<file path="src/rtl/ddr_stat_pkg.sv">
// Shared types and default widths for the sh_ddr stat-bus initiator.
package ddr_stat_pkg;
  localparam int STAT_ADDR_W  = 8;
  localparam int STAT_DATA_W  = 32;
  localparam int STAT_INT_W   = 8;
  localparam int STAT_TIMEOUT = 1024;
  localparam int TCNT_W       = 16;

  typedef enum logic [1:0] {IDLE, REQ, WAIT, RESP} stat_state_e;

  typedef struct packed {
    logic                   wr;
    logic [STAT_ADDR_W-1:0] addr;
    logic [STAT_DATA_W-1:0] wdata;
  } stat_cmd_t;
endpackage

</file>
<file path="src/rtl/ddr_stat_timer.sv">
// Ack wait timer: cleared on load, counts while enabled, flags the cycle whose increment hits TIMEOUT_CYC-1.
module ddr_stat_timer
  import ddr_stat_pkg::*;
#(
  parameter int TIMEOUT_CYC = STAT_TIMEOUT
) (
  input  logic clk_i,
  input  logic sync_rst_i,
  input  logic load_i,
  input  logic en_i,
  output logic tc_o
);
  logic [TCNT_W-1:0] cnt_q, cnt_d;

  always_comb begin
    cnt_d = cnt_q;
    if (load_i) cnt_d = '0;
    else if (en_i) cnt_d = cnt_q + 1'b1;
  end

  always_ff @(posedge clk_i) begin
    if (sync_rst_i) cnt_q <= '0;
    else            cnt_q <= cnt_d;
  end

  // Terminal when this cycle's increment reaches TIMEOUT_CYC-1.
  assign tc_o = en_i && (cnt_q == TCNT_W'(TIMEOUT_CYC - 2));
endmodule

</file>
<file path="src/rtl/ddr_stat_master.sv">
// CL-side initiator for one sh_ddr stat/config channel: one outstanding command, ack wait with timeout, sticky interrupts.
module ddr_stat_master
  import ddr_stat_pkg::*;
#(
  parameter int ADDR_W      = STAT_ADDR_W,
  parameter int DATA_W      = STAT_DATA_W,
  parameter int INT_W       = STAT_INT_W,
  parameter int TIMEOUT_CYC = STAT_TIMEOUT
) (
  input  logic              clk,
  input  logic              sync_rst,
  input  logic              cmd_valid,
  output logic              cmd_ready,
  input  logic              cmd_wr,
  input  logic [ADDR_W-1:0] cmd_addr,
  input  logic [DATA_W-1:0] cmd_wdata,
  output logic              rsp_valid,
  input  logic              rsp_ready,
  output logic [DATA_W-1:0] rsp_rdata,
  output logic              rsp_err,
  output logic [ADDR_W-1:0] stat_addr,
  output logic              stat_wr,
  output logic              stat_rd,
  output logic [DATA_W-1:0] stat_wdata,
  input  logic              stat_ack,
  input  logic [DATA_W-1:0] stat_rdata,
  input  logic [INT_W-1:0]  stat_int,
  output logic [INT_W-1:0]  int_status,
  input  logic [INT_W-1:0]  int_clr,
  output logic [15:0]       timeout_cnt
);
  stat_state_e       state_q, state_d;
  logic [ADDR_W-1:0] addr_q, addr_d;
  logic [DATA_W-1:0] wdata_q, wdata_d;
  logic              wr_q, wr_d;
  logic              stat_wr_q, stat_wr_d;
  logic              stat_rd_q, stat_rd_d;
  logic [DATA_W-1:0] rdata_q, rdata_d;
  logic              err_q, err_d;
  logic [INT_W-1:0]  int_q, int_d;
  logic [15:0]       tcnt_q, tcnt_d;
  logic              tmr_load, tmr_en, tmr_tc;

  function automatic logic [15:0] sat_inc16(input logic [15:0] v);
    return (v == 16'hFFFF) ? v : v + 16'd1;
  endfunction

  ddr_stat_timer #(.TIMEOUT_CYC(TIMEOUT_CYC)) u_timer (
    .clk_i      (clk),
    .sync_rst_i (sync_rst),
    .load_i     (tmr_load),
    .en_i       (tmr_en),
    .tc_o       (tmr_tc)
  );

  always_comb begin
    state_d   = state_q;
    addr_d    = addr_q;
    wdata_d   = wdata_q;
    wr_d      = wr_q;
    stat_wr_d = 1'b0;
    stat_rd_d = 1'b0;
    rdata_d   = rdata_q;
    err_d     = err_q;
    tcnt_d    = tcnt_q;
    int_d     = (int_q & ~int_clr) | stat_int;
    tmr_load  = 1'b0;
    tmr_en    = 1'b0;
    cmd_ready = 1'b0;
    rsp_valid = 1'b0;
    case (state_q)
      IDLE: begin
        cmd_ready = !sync_rst;
        if (cmd_valid && !sync_rst) begin
          addr_d    = cmd_addr;
          wdata_d   = cmd_wdata;
          wr_d      = cmd_wr;
          stat_wr_d = cmd_wr;
          stat_rd_d = !cmd_wr;
          state_d   = REQ;
        end
      end
      REQ: begin
        tmr_load = 1'b1;
        state_d  = WAIT;
      end
      WAIT: begin
        tmr_en = 1'b1;
        // Ack takes priority over a simultaneous timer expiry.
        if (stat_ack) begin
          rdata_d = wr_q ? '0 : stat_rdata;
          err_d   = 1'b0;
          state_d = RESP;
        end else if (tmr_tc) begin
          rdata_d = '0;
          err_d   = 1'b1;
          tcnt_d  = sat_inc16(tcnt_q);
          state_d = RESP;
        end
      end
      RESP: begin
        rsp_valid = 1'b1;
        if (rsp_ready) state_d = IDLE;
      end
      default: state_d = IDLE;
    endcase
  end

  always_ff @(posedge clk) begin
    if (sync_rst) begin
      state_q   <= IDLE;
      addr_q    <= '0;
      wdata_q   <= '0;
      wr_q      <= 1'b0;
      stat_wr_q <= 1'b0;
      stat_rd_q <= 1'b0;
      rdata_q   <= '0;
      err_q     <= 1'b0;
      int_q     <= '0;
      tcnt_q    <= '0;
    end else begin
      state_q   <= state_d;
      addr_q    <= addr_d;
      wdata_q   <= wdata_d;
      wr_q      <= wr_d;
      stat_wr_q <= stat_wr_d;
      stat_rd_q <= stat_rd_d;
      rdata_q   <= rdata_d;
      err_q     <= err_d;
      int_q     <= int_d;
      tcnt_q    <= tcnt_d;
    end
  end

  assign stat_addr   = addr_q;
  assign stat_wdata  = wdata_q;
  assign stat_wr     = stat_wr_q;
  assign stat_rd     = stat_rd_q;
  assign rsp_rdata   = rdata_q;
  assign rsp_err     = err_q;
  assign int_status  = int_q;
  assign timeout_cnt = tcnt_q;
endmodule

</file>
<file path="config.mk">
export PLATFORM = sky130hd
export DESIGN_NAME = ddr_stat_master
export DESIGN_NICKNAME = d
export VERILOG_FILES = /design/src/rtl/ddr_stat_pkg.sv /design/src/rtl/ddr_stat_timer.sv /design/src/rtl/ddr_stat_master.sv
export SDC_FILE = /design/constraint.sdc
export NUM_CORES = 1
export LEC_CHECK = 0
export CAP_MARGIN = 20
export CORE_MARGIN = 2
export CORE_UTILIZATION = 45
export DETAILED_ROUTE_END_ITERATION = 10
export GPL_ROUTABILITY_DRIVEN = 0
export PLACE_DENSITY = 0.92
export SLEW_MARGIN = 20
export SYNTH_ARGS = -nofsm -noshare
export SYNTH_HDL_FRONTEND = slang
export SYNTH_SLANG_ARGS = --single-unit
export TNS_END_PERCENT = 5
</file>
<file path="constraint.sdc">
create_clock -name clk -period 3.3 [get_ports clk]
set_input_delay 0.99 -clock clk [delete_from_list [all_inputs] [get_ports clk]]
set_output_delay 0.99 -clock clk [all_outputs]
set_load 0.02 [all_outputs]
</file>
# Yosys cells after proc, flatten, opt, wreduce, memory -nomap -nowiden
# Index checks and enable logic that the tools add are counted.
dict set report totals {
  latch_bits 0
  in_bits 94
  ram_bits 0
  word_cells 54
  romBits 0
  reg_bits 118
  n_memories 0
}
dict set report classes {
  n_reduce_logical 12
  bitwise_logic 7
  multipliers 0
  n_addsub 2
  n_eq_ne 8
  shift 0
  n_mux 14
  magnitude_cmp 0
  div_mod_pow 0
}
# op count
set op_table {}
lappend op_table {{32-bit two-way mux} 3}
lappend op_table {{16-bit by 1-bit adder with 16-bit output, second input constant} 2}
lappend op_table {{16-bit by 10-bit equality test with 1-bit output, second input constant} 1}
lappend op_table {{16-bit equality test, second input constant} 1}
lappend op_table {{8-bit AND} 1}
lappend op_table {{2-bit two-way mux} 4}
lappend op_table {{8-bit inverter} 1}
lappend op_table {{8-bit OR} 1}
lappend op_table {{2-bit one-hot mux with 4 select lines} 1}
lappend op_table {{1-bit two-way mux} 6}
lappend op_table {{2-bit equality test, second input constant} 2}
lappend op_table {{2-bit inequality test, second input constant} 2}
lappend op_table {{1-bit inverter} 4}
lappend op_table {{2-bit AND reduction} 2}
lappend op_table {{4-bit AND reduction} 1}
lappend op_table {{3-bit inequality test, second input constant} 1}
lappend op_table {{3-bit AND reduction} 1}
lappend op_table {{3-bit OR reduction} 1}
lappend op_table {{2-bit by 1-bit equality test with 1-bit output, second input constant} 1}
lappend op_table {{1-bit logical AND} 2}
lappend op_table {{1-bit zero test} 2}
lappend op_table {{2-bit zero test} 1}
lappend op_table {{2-bit nonzero test} 1}
lappend op_table {{2-bit OR reduction} 1}

# Longest topological paths before layout
dict set report depth {
  ltp_word 6
  mapped_depth 9
  ltp_nobuf 7
}

# By module
# A second synthesis with hierarchy kept.
dict set report unflattened {
  cells_unflattened 568
  area_unflattened_um2 4744.6
}
# mod area_per_inst_um2 cells_each seq_area_each_um2 n_inst
set modules_own_cells {}
lappend modules_own_cells {ddr_stat_master 3970.1 479 2042.0 1}
lappend modules_own_cells {ddr_stat_timer 774.5 89 320.3 1}

# Worst setup path before layout
# OpenSTA, ideal clock, no wires.
dict set report synth_timing {
  kind {in2out}
  start {input port sync_rst}
  end {output port cmd_ready}
  path_stages 1
  path_slack_ps 944
  t_arrival_ps 1366
  t_required_ps 2310
  cell_sequence {nor2b_1}
}
dict set report synth_between {
  elab_chain_len 2
}
# element line
set synth_lines {}
lappend synth_lines {{from (decl)} ddr_stat_master.sv:11} ;# input logic sync_rst,
lappend synth_lines {{1-bit zero test} ddr_stat_master.sv:73} ;# cmd_ready = !sync_rst;
lappend synth_lines {{1-bit two-way mux} ddr_stat_master.sv:71} ;# case (state_q)
lappend synth_lines {{to (decl)} ddr_stat_master.sv:13} ;# output logic cmd_ready,
# No other way between the ends.

# Final worst setup path
# Ends and elaborated chain as after synthesis.

==> results by group <==
Drt
  – Routed vias/inst: 5.160
  – Via count: 4,278
  – DRT Wirelength: roughly 13,000 um
  – Drt first pass iters: 5
  – Initial DRC Count: 161
  – Post-route ant nets: 0
  – DR DRC count: 0
  – DR WL/cell: 15.22 um

Power
  – PwrDens: 644.9 mW/mm2
  – Peak VDD IR: 421.4 uV
  – Sw power: 1.304 mW
  – Flop pwr share: 37.2%
  – Clock power frac: between 40% and 50%
  – Pwr Total: ~4.6 mW
  – Comb pwr share: 22.3%
  – Internal power: roughly 3.3 mW
  – Leakage: 2.649 nW
  – Switch share: 28.53%

Hold path
  – Hold Path Stages: 2
  – Hold crit path type: reg -> reg

STA
  – Max Fclk: 320.7 MHz
  – Final min period: slightly above 3000 ps
  – Worst slew margin: 70.13%
  – Tcrit/Tclk final: 94.50%
  – Final clock skew: 9.084 ps
  – Max-slew violations: 0
  – Slew @ Worst Pin: 448.0 ps
  – # setup viols final: 0
  – Final Hold Vio Count: 0
  – RSZ-0062 raised after global routing: no

Layout
  – Antenna cells: 0
  – Layout cells sized above 1: 7.471%
  – Post-route cell area: 0.007083 mm2
  – Fin cells: slightly above 800
  – Layout area overhead: 60.32%
  – Fin util: 73.48%
  – Layout Nets: 785

Floorplan
  – Rows: 36
  – Die X: between 100 and 150 um
  – Initial Util: a little under half
  – Io pins: 195
  – Die area: 0.01063 mm2
  – Core area: 0.009639 mm2
  – Die span in y: 103.1 um

Worst setup path
  – Internal reg-to-reg setup slack: 750 ps
  – Crit-path cells: clkdlybuf4s50_1 > nor2b_1 > dlygate4sd2_1
  – Slowest cell delay on critical path: between 400 and 500 ps
  – Crit Path Max Fanout: 4
  – Crit path depth: 3
  – Worst R2R Path Depth: 6
  – Worst setup EP type: output port
  – Crit path buffers/inverters: 2
  – CP Launch Point: sync_rst
  – Critical path's slowest cell: clkdlybuf4s50_1
  – WP data required: 2310 ps
  – WP data arrival: 2130 ps
  – CP delay by family, top: buffers and inverters
  – Worst R2R End: timeout_cnt[12]
  – R2r startpoint: state_q[0]
  – Setup CP Type: in -> out
  – CP startpoint kind: primary input
  – Setup crit end: cmd_ready

CTS
  – CTS tree: built
  – Clock transition at path regs: 60 ps
  – Clk Latency, worst-skew pair: 500 ps
  – Root Buffer: clkbuf_8
  – CTS Buf Count: 17
  – Max H-tree Level: 4
  – Clk buf depth: 2
  – Clk sink count: 118

Global route
  – GRT Total Usage: 23.81%
  – Vias in the first global route: 4,320
  – Initial antenna violation count: 0
  – Total gr overflow: 0
  – Largest net degree at the start of global routing: 81
  – First-pass GRT wire length: about 20,000 um

Placement
  – Detailed placer's ending HPWL: 8887 um
  – Placed insts: 797
  – Port buffer count: 194
  – Placement Cell Area: 0.006481 mm2

Synthesis
  – Largest family of logic cells by synthesized area: simple AND/OR/NAND/NOR gates
  – Register area share after synthesis: a little over half
  – Post-synthesis mux area share: less than 1%
  – Cells after synthesis: 492
  – Adder-cell area share of the yosys netlist: 2.266%
  – Mapped Nets: 594
  – Post-Synth Simple-Gate Area: 18.95%
  – Synth Area in Compound Gates: 17.59%
  – Cell Area, Synth: 0.004418 mm2
  – Post-synthesis cell type count: 39
  – Seq cells post-synth: 118
  – Xor-xnor portion of the synthesized cell area: 2.775%
  – Syn. warnings: 0
  – Avg Inst Size Synth: 8.980 um2

Run status
  – Status: complete, no violations

Flow run
  – Max_cap viols: 0
==> how the worst min path moves through the flow <==
stage                         startpoint             end  slack, ps
after floorplan                     wr_q            wr_q        460
after global placement      stat_addr[4]    stat_addr[4]        440
after detailed placement  stat_wdata[11]  stat_wdata[11]        450
after CTS                 stat_wdata[11]  stat_wdata[11]        460
after global routing       stat_wdata[4]   stat_wdata[4]        480
final                       stat_addr[3]    stat_addr[3]        460
==> layout make-up <==
class / count / area (um2)
clock buffers: 19 / 431.7
clock inverters: 13 / 171.4
fillers: 677 / 2556
inverters: 17 / 63.81
multi-input cells: 329 / 1889
flip-flops and latches: 118 / 2362
well taps: 133 / 166.4
repair buffers: 200 / 1998
==> cells in the final DEF (no fill, tap or decap), types with 3 or more instances in the layout <==
| cell | netlist | final |
|---|---|---|
| a21oi_1 | 26 | 25 |
| a22o_1 | 32 | 32 |
| and2_1 | 5 | 4 |
| and3_1 | 7 | 7 |
| buf_4 | 0 | 5 |
| bufinv_16 | 0 | 3 |
| clkbuf_16 | 0 | 16 |
| clkdlybuf4s50_1 | 0 | 193 |
| clkinv_4 | 0 | 4 |
| dfxtp_1 | 118 | 118 |
| ha_1 | 8 | 8 |
| inv_1 | 16 | 16 |
| inv_6 | 0 | 3 |
| nand2_1 | 97 | 97 |
| nand3_1 | 11 | 11 |
| nand4_1 | 6 | 6 |
| nor2_1 | 32 | 32 |
| nor2b_1 | 3 | 3 |
| o21ai_0 | 44 | 44 |
| o31ai_1 | 8 | 8 |
| or3_1 | 4 | 4 |
| or4_1 | 8 | 8 |
| xnor2_1 | 3 | 3 |
| xor2_1 | 11 | 11 |
==> state kept, by name, summed over array words and instances, names as in the netlist <==
register,count
rsp_rdata,32
stat_wdata,32
timeout_cnt,16
u_timer.cnt_q,16
int_status,8
stat_addr,8
state_q,2
rsp_err,1
stat_rd,1
stat_wr,1
wr_q,1
==> worst register-to-register path, delay by kind of cell (launching register included) <==
family	cells	cell delay [ps]
buffers and inverters	1	120
AO/OA/AOI/OAI	1	210
adder cells (fa/ha/maj)	1	410
flip-flops	1	340
AND/OR/NAND/NOR	3	1380
==> power groups by stage <==
stage	Clock [mW]	Sequential (mW)	Combinational, mW
floorplan	0	1.89	0.327
global placement	0	1.71	0.986
detailed placement	0	1.73	1.02
CTS	1.88	1.70	1.03
global route	1.94	1.72	1.10
finish	1.85	1.70	1.02
==> Yosys cell counts <==
library cell / count / share of area (%)
dfxtp_1: 118 / 53
nand2_1: 97 / 8.2
o21ai_0: 44 / 5.0
a22o_1: 32 / 6.3
nor2_1: 32 / 2.7
clkbuf_1: 27 / 2.3
a21oi_1: 26 / 2.9
inv_1: 16 / 1.4
nand3_1: 11 / 1.2
xor2_1: 11 / 2.2
ha_1: 8 / 2.3
o31ai_1: 8 / 1.4
or4_1: 8 / 1.4
and3_1: 7 / 0.99
nand4_1: 6 / 0.85
and2_1: 5 / 0.71
or3_1: 4 / 0.57
nor2b_1: 3 / 0.42
nor3_1: 3 / 0.34
xnor2_1: 3 / 0.59
a21o_1: 2 / 0.34
a31o_2: 2 / 0.40
mux2_2: 2 / 0.51
mux2i_1: 2 / 0.45
a2111oi_2: 1 / 0.34
a211oi_1: 1 / 0.17
a21boi_0: 1 / 0.17
and4_4: 1 / 0.25
buf_6: 1 / 0.25
inv_2: 1 / 0.085
nand2_2: 1 / 0.14
nand3b_1: 1 / 0.17
nor4b_2: 1 / 0.34
o21a_1: 1 / 0.17
o21bai_1: 1 / 0.17
o31a_1: 1 / 0.20
or2_2: 1 / 0.14
or3b_2: 1 / 0.20
or4_4: 1 / 0.25
==> metal layers <==
layer,track usage (%),up-vias,wire (um)
li1,-,2075,-
met1,26.92,2006,4841
met2,41.56,173,6558
met3,7.254,24,928
met4,10.12,0,289
met5,0,-,0
==> per-stage QoR <==
step / hold slack [ps] / TNS (ps) / setup WS, ps
final: 456.3 / 0 / 181.4
after global placement: 442.0 / -50.76 / -50.76
after floorplan: 461.4 / 0 / 944.2
after CTS: 459.4 / 0 / 187.8
after detailed placement: 448.4 / -54.61 / -54.61
after global routing: 483.8 / 0 / 143.9
==> repair_timing <==
| item | in CTS | in global routing |
|---|---|---|
| endpoints found under the setup margin | 1 | 0 |
| endpoints found under the hold margin | 0 | 0 |
| hold buffers | 0 | 0 |
| buffers inserted | 0 | 0 |
| resized for setup | 1 | 0 |
==> cells by family (layout without fill, tap and decap cells) <==
kind of cell	Yosys count	in the layout
and+or+nand+nor	183	183
AOI/OAI and AO/OA	120	120
DFF	118	118
buffers and inverters	45	249
xor gates and xnor gates	14	14
adders and majority gates	8	8
muxes	4	4
(Power assumes the default switching activity.)
